File: config.mk
export PLATFORM = sky130hd
export DESIGN_NAME = hazard_stall_ctrl
export DESIGN_NICKNAME = d
export VERILOG_FILES = /design/src/rtl/hazard_pkg.sv /design/src/rtl/hazard_lu_detect.sv /design/src/rtl/hazard_stall_ctrl.sv
export SDC_FILE = /design/constraint.sdc
export NUM_CORES = 1
export LEC_CHECK = 0
export BUFFER_PORTS_ARGS = -buffer_cell sky130_fd_sc_hd__buf_4
export CAP_MARGIN = 20
export CORE_AREA = 2 2 46 44
export CTS_CLUSTER_SIZE = 14
export DETAILED_ROUTE_END_ITERATION = 10
export DIE_AREA = 0 0 48 46
export PLACE_DENSITY = 0.71
export SYNTH_ARGS = -nofsm -noshare
export SYNTH_HDL_FRONTEND = slang
export SYNTH_SLANG_ARGS = --single-unit
File: constraint.sdc
create_clock -name clk -period 1.45 [get_ports clk]
set_input_delay 0.145 -clock clk [delete_from_list [all_inputs] [get_ports clk]]
set_output_delay 0.145 -clock clk [all_outputs]
set_load 0.05 [all_outputs]
File: src/rtl/hazard_pkg.sv
// +----------------------------------------------------------------------------+
// | Module      : hazard_pkg                                                   |
// | Description : Shared types and defaults for the hazard/stall controller.   |
// | Revision    : 1.0                                                          |
// +----------------------------------------------------------------------------+
`default_nettype none

package hazard_pkg;

  localparam int C_REG_W_DEFAULT = 5;

  typedef enum logic [0:0] {
    RUN     = 1'b0,
    MD_WAIT = 1'b1
  } hz_state_e;

endpackage

`default_nettype wire

File: src/rtl/hazard_lu_detect.sv
// +----------------------------------------------------------------------------+
// | Module      : hazard_lu_detect                                             |
// | Description : Combinational load-use hazard comparator (x0 never hazards). |
// | Revision    : 1.0                                                          |
// +----------------------------------------------------------------------------+
`default_nettype none

module hazard_lu_detect
  import hazard_pkg::*;
#(
  parameter int REG_W = C_REG_W_DEFAULT
) (
  input  logic [REG_W-1:0] i_rs1,
  input  logic [REG_W-1:0] i_rs2,
  input  logic             i_rs1_used,
  input  logic             i_rs2_used,
  input  logic             i_mem_read,
  input  logic [REG_W-1:0] i_rd,
  output logic             o_load_use
);

  logic w_rs1_hit;
  logic w_rs2_hit;

  assign w_rs1_hit  = i_rs1_used && (i_rs1 == i_rd);
  assign w_rs2_hit  = i_rs2_used && (i_rs2 == i_rd);
  assign o_load_use = i_mem_read && (i_rd != '0) && (w_rs1_hit || w_rs2_hit);

endmodule

`default_nettype wire

File: src/rtl/hazard_stall_ctrl.sv
// +----------------------------------------------------------------------------+
// | Module      : hazard_stall_ctrl                                            |
// | Description : PC / IF/ID / ID/EX write-enable and flush control with       |
// |               mul/div wait FSM. HAZARD_PERF_CNT_EN adds perf counters.     |
// | Revision    : 1.0                                                          |
// +----------------------------------------------------------------------------+
`default_nettype none

module hazard_stall_ctrl
  import hazard_pkg::*;
#(
  parameter int REG_W      = C_REG_W_DEFAULT,
  parameter int MD_TIMEOUT = 64
) (
  input  logic             clk,
  input  logic             rst,
  input  logic [REG_W-1:0] IFID_Rs1,
  input  logic [REG_W-1:0] IFID_Rs2,
  input  logic             IFID_Rs1_Used,
  input  logic             IFID_Rs2_Used,
  input  logic             IDEX_MemRead,
  input  logic [REG_W-1:0] IDEX_Rd,
  input  logic             Branch_Taken,
  input  logic             MulDiv_Start,
  input  logic             MulDiv_Done,
  input  logic             IMem_Ready,
  output logic             PC_Write,
  output logic             IFID_Write,
  output logic             IFID_Flush,
  output logic             IDEX_Write,
  output logic             IDEX_Flush,
  output logic             MD_Error
`ifdef HAZARD_PERF_CNT_EN
  ,
  output logic [31:0]      Stall_Cycles,
  output logic [31:0]      Flush_Count
`endif
);

  localparam int               CNT_W      = $clog2(MD_TIMEOUT + 1);
  localparam logic [CNT_W-1:0] C_CNT_LAST = CNT_W'(MD_TIMEOUT - 1);
  localparam logic [CNT_W-1:0] C_CNT_MAX  = {CNT_W{1'b1}};

  hz_state_e        r_state;
  hz_state_e        w_state_nxt;
  logic [CNT_W-1:0] r_cnt;
  logic [CNT_W-1:0] w_cnt_nxt;
  logic             r_md_error;
  logic             w_set_error;
  logic             w_load_use;
  logic             w_pc_write;
  logic             w_ifid_write;
  logic             w_ifid_flush;
  logic             w_idex_write;
  logic             w_idex_flush;

  hazard_lu_detect #(
    .REG_W (REG_W)
  ) u_lu_detect (
    .i_rs1      (IFID_Rs1),
    .i_rs2      (IFID_Rs2),
    .i_rs1_used (IFID_Rs1_Used),
    .i_rs2_used (IFID_Rs2_Used),
    .i_mem_read (IDEX_MemRead),
    .i_rd       (IDEX_Rd),
    .o_load_use (w_load_use)
  );

  always_comb begin
    w_pc_write   = 1'b1;
    w_ifid_write = 1'b1;
    w_ifid_flush = 1'b0;
    w_idex_write = 1'b1;
    w_idex_flush = 1'b0;
    w_state_nxt  = r_state;
    w_cnt_nxt    = r_cnt;
    w_set_error  = 1'b0;

    if (rst) begin
      w_pc_write   = 1'b0;
      w_ifid_write = 1'b0;
      w_idex_write = 1'b0;
      w_state_nxt  = RUN;
      w_cnt_nxt    = '0;
    end else begin
      case (r_state)
        RUN: begin
          if (Branch_Taken) begin
            w_ifid_flush = 1'b1;
            w_idex_flush = 1'b1;
          end else if (MulDiv_Start) begin
            // Start with Done in the same cycle is a single-cycle op
            if (!MulDiv_Done) begin
              w_state_nxt = MD_WAIT;
            end
            w_cnt_nxt = '0;
          end else if (w_load_use || !IMem_Ready) begin
            w_pc_write   = 1'b0;
            w_ifid_write = 1'b0;
            w_idex_flush = 1'b1;
          end
        end
        MD_WAIT: begin
          if (MulDiv_Done || (r_cnt == C_CNT_LAST)) begin
            w_state_nxt = RUN;
            w_cnt_nxt   = '0;
            w_set_error = !MulDiv_Done;
          end else begin
            w_pc_write   = 1'b0;
            w_ifid_write = 1'b0;
            w_idex_write = 1'b0;
            w_cnt_nxt    = (r_cnt == C_CNT_MAX) ? r_cnt : r_cnt + CNT_W'(1);
          end
        end
        default: begin
          w_state_nxt = RUN;
          w_cnt_nxt   = '0;
        end
      endcase
    end
  end

  always_ff @(posedge clk or posedge rst) begin
    if (rst) begin
      r_state    <= RUN;
      r_cnt      <= '0;
      r_md_error <= 1'b0;
    end else begin
      r_state <= w_state_nxt;
      r_cnt   <= w_cnt_nxt;
      if (w_set_error) begin
        r_md_error <= 1'b1;
      end
    end
  end

  assign PC_Write   = w_pc_write;
  assign IFID_Write = w_ifid_write;
  assign IFID_Flush = w_ifid_flush;
  assign IDEX_Write = w_idex_write;
  assign IDEX_Flush = w_idex_flush;
  assign MD_Error   = r_md_error;

`ifdef HAZARD_PERF_CNT_EN
  logic [31:0] r_stall_cycles;
  logic [31:0] r_flush_count;

  always_ff @(posedge clk or posedge rst) begin
    if (rst) begin
      r_stall_cycles <= '0;
      r_flush_count  <= '0;
    end else begin
      if (!w_pc_write) begin
        r_stall_cycles <= r_stall_cycles + 32'd1;
      end
      if ((r_state == RUN) && Branch_Taken) begin
        r_flush_count <= r_flush_count + 32'd1;
      end
    end
  end

  assign Stall_Cycles = r_stall_cycles;
  assign Flush_Count  = r_flush_count;
`endif

endmodule

`default_nettype wire

==> run metrics, run 1 <==
DR pass1 iterations 4; CTS H-Tree Depth 1; CP Launch Type flop; Worst VDD drop 0.508 mV; CTS tree yes; register area 226 um2; DR iter-0 viols 14; vias in the first global route 716; CTS Sinks 9; worst setup margin -0.364 ns; die area 2210 um2; # IOs 30; Total Neg Setup Slack -1.08 ns; antenna-violating nets left 0; worst rel slew slack 0.759; diode count 0; commonest non-fill, non-tap cell in the layout buf_4; worst skew pair latency 0.26 ns; Routability Congestion 0.792; multi-input logic area 532 um2; largest net degree at the start of global routing 10; final worst path period need 1.81 ns; GRT overflow 0; DRC 0; Syn-to-layout area delta 77.4%; Final HPWL DP 1390 um; gr usage total 0.186; clock buffer depth 2; CP Capture Type output pin; dpl cell area 1050 um2; failing checks negative setup slack; xor/xnor cell area share of the yosys netlist 0.130; Port Buffers 29; FF+latch count, synth 9; slew at the pin with the worst max-slew slack 0.362 ns; Fmax achieved 0.551 GHz; final wirelength 1990 um; post-route cell area 1200 um2; clock skew 0.00189 ns; final setup vio count 4; chip height 46 um; dominant cell type by area after synthesis dfrtp_1; status complete, but fails checks; Hold Violations, Final 0; CTS root buf clkbuf_4; Worst EP required 1.31 ns; RSZ-0062 raised after global routing true; Synth Area in Simple Gates 0.278; Post-Place Setup Slack -0.233 ns; antenna violations before repair 0; post-synthesis compound-gate area fraction 0.224; core box area 1780 um2; vias per cell 5.09; Num CTS Buffers 3; Warnings, synthesis 0; first-pass GRT wire length 2920 um; synth top area cells dfrtp_1 33%, xor2_1 10%, nand2_1 3.9%; FILL cells 139; DR vias 753; HP Class input pin to flop; Lkg Pwr 0.544 nW; Mapped Area 676 um2; Post-Synth Adder-Cell Area 0.0185; Max Slew Vio Count 0; Initial Util 0.379; clock slew at reported path FFs 0.07 ns; sequential cell area fraction in the yosys report 0.333; pwr/cell area 564 nW/um2; nets 149; # rows 15; Syn Area/Cell 9.26 um2; commonest non-fill, non-tap cells in the layout 40 x buf_4, 8 x dfrtp_1, 8 x xor2_1; library cells used by synthesis 33; WP data arrival 1.67 ns; share of layout cells above drive strength 1 0.569; Yosys top cell area share 0.333; cells after synthesis 73; max_cap viols 0; Final Cycle Share 1.25; Crit Path Class flop to output pin; Post-Syn Nets 98; main combinational cell family by area after synthesis simple AND/OR/NAND/NOR gates; crit-path max FO 3; Die W 48 um; mux share of post-synthesis cell area 0; reg2reg setup slack 0.04 ns; wire per inst 13.4 um
==> what timing repair did <==
action | 4_1_cts | 5_1_grt
pin swaps | 3 | 3
resized for setup | 9 | 9
buffers inserted | 0 | 5
hold buffers | 1 | 0
hold endpoints to repair | 9 | 0
setup endpoints to repair | 5 | 11
==> state kept, by name, indices dropped and copies added, names as in the netlist <==
signal,count
MD_Error,1
r_cnt,7
r_state,1
==> final cells by class <==
type / count / area share
Multi-Input combinational cell: 62 / 0.444
Timing Repair Buffer: 47 / 0.315
Tap cell: 25 / 0.0261
Clock inverter: 1 / 0.00418
Clock buffer: 3 / 0.0188
Inverter: 1 / 0.00313
Sequential cell: 9 / 0.189
==> final timing paths <==
path | from | to | cells past startpoint
max reg2reg | r_cnt[1] | r_cnt[3] | 6
min | MulDiv_Done | r_state | 2
min reg2reg | MD_Error | MD_Error | 1
min in group asynchronous | rst | r_cnt[6] | 3
max | r_cnt[1] | IFID_Write | 7
max in group asynchronous | rst | r_state | 3
==> cells by family after synthesis <==
logic type | after synthesis
AOI/OAI and AO/OA | 19
and+or+nand+nor | 32
DFF | 9
adders and majority gates | 1
buffers and inverters | 2
xor gates and xnor gates | 10
==> worst max-delay path, cell delays in order, from the launching register on <==
cell      delay, ns
dfrtp_1        0.39
ha_4           0.17
nand3_4        0.09
nor3_4         0.17
nor3b_2        0.08
nor2_4         0.11
a21boi_4       0.20
buf_6          0.18
==> metrics by stage <==
step	cells	utilization	total power, mW	hold WS [ns]
finish	148	0.672	0.676	0.0510
global placement	138	0.589	0.443	0.166
floorplan	73	-	0.358	-0.0271
detailed placement	138	0.589	0.446	0.167
CTS	143	0.629	0.659	0.0594
global route	148	0.672	0.711	0.0602
==> metal layers <==
layer / GRT usage / wire length [um]
met3: 0.0437 / 57
met1: 0.226 / 804
met5: 0 / 0
met4: 0.0595 / 37
met2: 0.317 / 1090
==> cells in the mapped netlist (all sizes together) <==
library cell / n
nor3: 4
a31o: 1
nor4: 2
and3: 2
a21boi: 1
o21a: 2
nand2b: 1
a2111oi: 1
dfrtp: 9
o31ai: 2
a32oi: 1
nand3: 4
a31oi: 1
xor2: 8
buf: 1
xnor2: 2
a21o: 1
nand2: 7
nor2b: 1
o21ai: 8
o2bb2ai: 1
nor2: 5
ha: 1
or4: 1
and2: 3
inv: 1
nor3b: 2
==> power breakdown <==
group / internal [mW] / leakage [nW] / switching, mW / total [mW]
sequential: 0.252 / 0.124 / 0.00240 / 0.255
clock: 0.102 / 0.0177 / 0.0972 / 0.199
combinational: 0.110 / 0.402 / 0.112 / 0.222
No activity file was read; power rests on OpenSTA's default activity.
==> inputs of run 2 (changes only) <==
--- a/config.mk
+++ b/config.mk
@@ -7,11 +7,12 @@
 export LEC_CHECK = 0
 export BUFFER_PORTS_ARGS = -buffer_cell sky130_fd_sc_hd__buf_4
 export CAP_MARGIN = 20
-export CORE_AREA = 2 2 46 44
+export CORE_AREA = 2 2 47 45
 export CTS_CLUSTER_SIZE = 14
 export DETAILED_ROUTE_END_ITERATION = 10
-export DIE_AREA = 0 0 48 46
-export PLACE_DENSITY = 0.71
+export DIE_AREA = 0 0 49 47
+export PLACE_DENSITY = 0.7
 export SYNTH_ARGS = -nofsm -noshare
 export SYNTH_HDL_FRONTEND = slang
+export SYNTH_HIERARCHICAL = 1
 export SYNTH_SLANG_ARGS = --single-unit
==> run metrics, run 2 <==
Syn-to-layout area delta 72.4%; CTS H-Tree Depth 1; final setup vio count 8; pwr/cell area 623 nW/um2; DR pass1 iterations 5; worst rel slew slack 0.639; Initial Util 0.381; worst skew pair latency 0.26 ns; final worst path period need 1.75 ns; Comb power frac 0.357; GRT overflow 0; clock skew 0.00264 ns; Num CTS Buffers 3; DR vias 761; synth cell count leaders 9 x dfrtp_1, 8 x xor2_1, 7 x a21oi_1, 7 x nand2_1, 5 x nor2_1; post-route cell area 1190 um2; clock slew at reported path FFs 0.06 ns; commonest non-fill, non-tap cells in the layout 36 x buf_4, 9 x dfrtp_1, 7 x xor2_1; Total Neg Setup Slack -1.28 ns; chip height 47 um; CTS Sinks 9; Worst EP required 1.31 ns; FFs w/ async S/R, synth 1.00; antenna violations before repair 0; Mapped Area 693 um2; worst setup margin -0.302 ns; Max Slew Vio Count 0; antenna-violating nets left 0; dpl cell area 1060 um2; clock share of power 0.263; HP Class input pin to flop; EDFF count, synth 0; CP Capture Type output pin; sequential power share 0.380; share of layout cells above drive strength 1 0.516; final wirelength 1980 um; die area 2300 um2; largest net degree at the start of global routing 10; crit-path max FO 2; DRC 0; vias per cell 5.04; Power Internal 0.508 mW; synth top area cells dfrtp_1 32%, xor2_1 10%, a21oi_1 5.1%; dominant cell type by area after synthesis dfrtp_1; Die W 49 um; core box area 1820 um2; Layout Utilization 0.656; FF+latch count, synth 9; # rows 15; largest reg by FF count r_cnt; RSZ-0062 raised after global routing true; clock buffer depth 2; Yosys top cell area share 0.325; Psw 0.237 mW; diode count 0; gr usage total 0.189; status complete, but fails checks; Worst VDD drop 0.540 mV; cells after synthesis 79; Crit Path Class flop to output pin; library cells used by synthesis 35; CTS tree yes; CP Launch Type flop; Warnings, synthesis 6; max reg flops 7; WP data arrival 1.61 ns; Hold Violations, Final 0; failing checks negative setup slack; vias in the first global route 717; Top FF cell, synth dfrtp_1; slew at the pin with the worst max-slew slack 0.538 ns; Final Cycle Share 1.21; Fmax achieved 0.571 GHz; Port Buffers 29; Routability Congestion 0.803; sequential cell area fraction in the yosys report 0.325; max_cap viols 0; wire per inst 13.1 um; Lkg Pwr 0.544 nW; Post-Syn Nets 104; most numerous cell in the Yosys netlist dfrtp_1; nets 152; switching part of the total power 0.318; commonest non-fill, non-tap cell in the layout buf_4; Post-Place Setup Slack -0.272 ns; Syn Area/Cell 8.77 um2; # IOs 30; first-pass GRT wire length 3260 um; DR iter-0 viols 16; CTS root buf clkbuf_4; Final HPWL DP 1520 um
run 2: changes by cell type after synthesis, sizes merged, moves of 2 or more:
cell    before  now
o21ai        8    3
nor3         4    0
inv          1    3
a211oi       0    2
a21oi        0    7
run 2: area by class of cell:
cell class | instances | area, um2
timing repair buffer | 44 | 363
fill | 156 | 626
inverter | 3 | 11.3
multi-input combinational | 66 | 538
clock buffer | 4 | 26.3
tap | 25 | 31.3
sequential | 9 | 225
run 2: kinds of logic after synthesis:
group,after synthesis,share of synthesized area
AOI/OAI and AO/OA,23,0.220
xor gates and xnor gates,10,0.126
buffers and inverters,4,0.0271
muxes,2,0.0307
adders and majority gates,1,0.0180
DFF,9,0.325
and+or+nand+nor,30,0.253
run 2: critical path, cell delays in order, from the launching register on:
cell	delay (ns)
dfrtp_1	0.39
ha_4	0.17
nand2_4	0.06
nor3b_4	0.22
nor3b_2	0.10
a211oi_4	0.21
buf_6	0.20
run 2: final timing paths:
path / start / cells after the start / end / slack [ns]
worst max-delay path: r_cnt[0] / 6 / PC_Write / -0.30
worst min-delay path: MulDiv_Done / 2 / r_state / 0.07
worst max register to register: r_cnt[0] / 7 / r_cnt[1] / -0.14
worst min register to register: MD_Error / 1 / MD_Error / 0.46
max in group asynchronous: rst / 4 / MD_Error / 0.83
min in group asynchronous: rst / 4 / r_state / 0.48
run 2: what timing repair did:
item	in CTS	in global routing
pin swaps	8	8
buffers inserted	1	0
endpoints found under the hold margin	9	0
resized for setup	13	7
hold buffers	1	0
endpoints found under the setup margin	5	9
run 2: metrics by stage:
| stage | std cells | power [mW] | hold WS (ns) |
|---|---|---|---|
| global placement | 145 | 0.518 | 0.198 |
| floorplan | 79 | 0.403 | -0.0218 |
| CTS | 151 | 0.745 | 0.0715 |
| detailed placement | 145 | 0.524 | 0.208 |
| global route | 151 | 0.785 | 0.0758 |
| finish | 151 | 0.745 | 0.0717 |
run 2: power groups by stage:
stage,combinational [mW],clock (mW),sequential (mW)
after global routing,0.291,0.211,0.283
after global placement,0.238,0,0.279
after floorplan,0.118,0,0.286
final,0.266,0.196,0.283
after detailed placement,0.243,0,0.280
after CTS,0.259,0.204,0.282
run 2: per-layer routing:
metal	up-vias	routed length, um	global-route usage
met5	-	0	0
met4	0	18	0.0514
met3	4	85	0.0446
met2	20	1030	0.348
met1	351	840	0.230
li1	386	-	-
==> inputs of run 3 (changes only) <==
--- a/config.mk
+++ b/config.mk
@@ -7,11 +7,12 @@
 export LEC_CHECK = 0
 export BUFFER_PORTS_ARGS = -buffer_cell sky130_fd_sc_hd__buf_4
 export CAP_MARGIN = 20
-export CORE_AREA = 2 2 47 45
+export CORE_AREA = 2 2 46 44
+export CTS_BUF_LIST = sky130_fd_sc_hd__clkbuf_4
 export CTS_CLUSTER_SIZE = 14
 export DETAILED_ROUTE_END_ITERATION = 10
-export DIE_AREA = 0 0 49 47
-export PLACE_DENSITY = 0.7
+export DIE_AREA = 0 0 48 46
+export PLACE_DENSITY = 0.72
 export SYNTH_ARGS = -nofsm -noshare
 export SYNTH_HDL_FRONTEND = slang
 export SYNTH_HIERARCHICAL = 1
==> run metrics, run 3 (synthesis gave the netlist of run 2 again) <==
status complete, but fails checks; failing checks negative setup slack; worst setup margin -0.262 ns; chip height 46 um; CTS H-Tree Depth 1; Fmax achieved 0.584 GHz; vias per cell 5.08; clock slew at reported path FFs 0.06 ns; DR vias 778; Stages on worst setup path 8; reg2reg end r_cnt[1]; Reg-to-Reg Start r_cnt[0]; clock skew 0.00101 ns; share of layout cells above drive strength 1 0.523; max reg flops 7; Final HPWL DP 1510 um; max_cap viols 0; CTS tree yes; Total Neg Setup Slack -0.999 ns; DRC 0; diode count 0; Worst Setup SP IDEX_Rd[4]; final worst path period need 1.71 ns; antenna-violating nets left 0; slew at the pin with the worst max-slew slack 0.349 ns; clock buffer depth 2; Final Cycle Share 1.18; total chip power 0.773 mW; CP max stage cell or4_1; FILL cells 153; CP bufs+invs 3; crit-path max FO 3; post-route cell area 1200 um2; DR pass1 iterations 4; CP Launch Type input pin; Lkg Pwr 0.544 nW; WP data arrival 1.57 ns; pwr/cell area 644 nW/um2; CP Capture Point PC_Write; core box area 1780 um2; # rows 15; worst rel slew slack 0.767; final setup vio count 7; dpl cell area 1070 um2; largest reg by FF count r_cnt; vias in the first global route 755; CP Capture Type output pin; Initial Util 0.389; Die W 48 um; # IOs 30; Worst EP required 1.31 ns; GRT overflow 0; worst skew pair latency 0.26 ns; DR iter-0 viols 33; sequence of cells on the critical path buf_4, or4_1, o21ai_1, a21oi_1, inv_1, a21oi_2, a211oi_4, buf_6; RSZ-0062 raised after global routing true; Inst Count DP 146; nets 154; HP Class input pin to flop; CTS root buf clkbuf_4; Worst VDD drop 0.552 mV; CTS Sinks 9; Routability Congestion 0.836; gr usage total 0.204; Max Slew Vio Count 0; commonest non-fill, non-tap cells in the layout 35 x buf_4, 9 x dfrtp_1, 9 x buf_6; max incr delay on CP 0.52 ns; first-pass GRT wire length 3170 um; reg2reg setup slack -0.04 ns; reg2reg path depth 7; Num CTS Buffers 3; antenna violations before repair 0; largest net degree at the start of global routing 10; Syn-to-layout area delta 73.3%; final cell count without fillers 153; wire per inst 13.1 um; commonest non-fill, non-tap cell in the layout buf_4; Crit path max-delay family simple AND/OR/NAND/NOR gates; Post-Place Setup Slack -0.301 ns; Crit Path Class input pin to output pin; Port Buffers 29; die area 2210 um2; Hold Violations, Final 0; final wirelength 2000 um
==> run 3: what timing repair did <==
item / in CTS / in global routing
pin swaps: 12 / 11
setup endpoints to repair: 5 / 10
hold buffers: 1 / 0
setup buffers: 2 / 0
endpoints found under the hold margin: 9 / 0
resized for setup: 16 / 4
==> run 3: final cells by class <==
class	count	area, um2	area share
Clock buffer	4	30.0	0.0250
Inverter	3	11.3	0.00938
Multi-Input combinational cell	66	514	0.428
Sequential cell	9	225	0.188
Tap cell	25	31.3	0.0260
Timing Repair Buffer	46	389	0.324
==> run 3: worst min-delay path by stage <==
stage,start,endpoint,slack (ns),cells after the start
after floorplan,rst,MD_Error,-0.02,1
after global placement,rst,r_cnt[5],0.20,3
after detailed placement,rst,r_state,0.20,3
after CTS,MulDiv_Done,r_state,0.08,2
after global routing,MulDiv_Done,r_state,0.08,2
final,MulDiv_Done,r_state,0.08,2
==> run 3: routing by layer <==
layer  vias to the layer above  share of wire  GRT usage
met2                        16           0.52      0.349
met3                         0          0.040     0.0595
met4                         0              0     0.0378
li1                        390              -          -
met5                         -              0          0
met1                       372           0.44      0.251
==> run 3: power breakdown <==
part	internal, mW	switching [mW]
Clock	0.125	0.0852
Sequential	0.266	0.00944
Combinational	0.153	0.136
Total	0.543	0.230
==> run 3: per-stage QoR <==
step	hold WS, ns	util
CTS	0.0768	0.665
finish	0.0766	0.674
global placement	0.197	0.599
global route	0.0763	0.674
floorplan	-0.0218	-
detailed placement	0.202	0.599
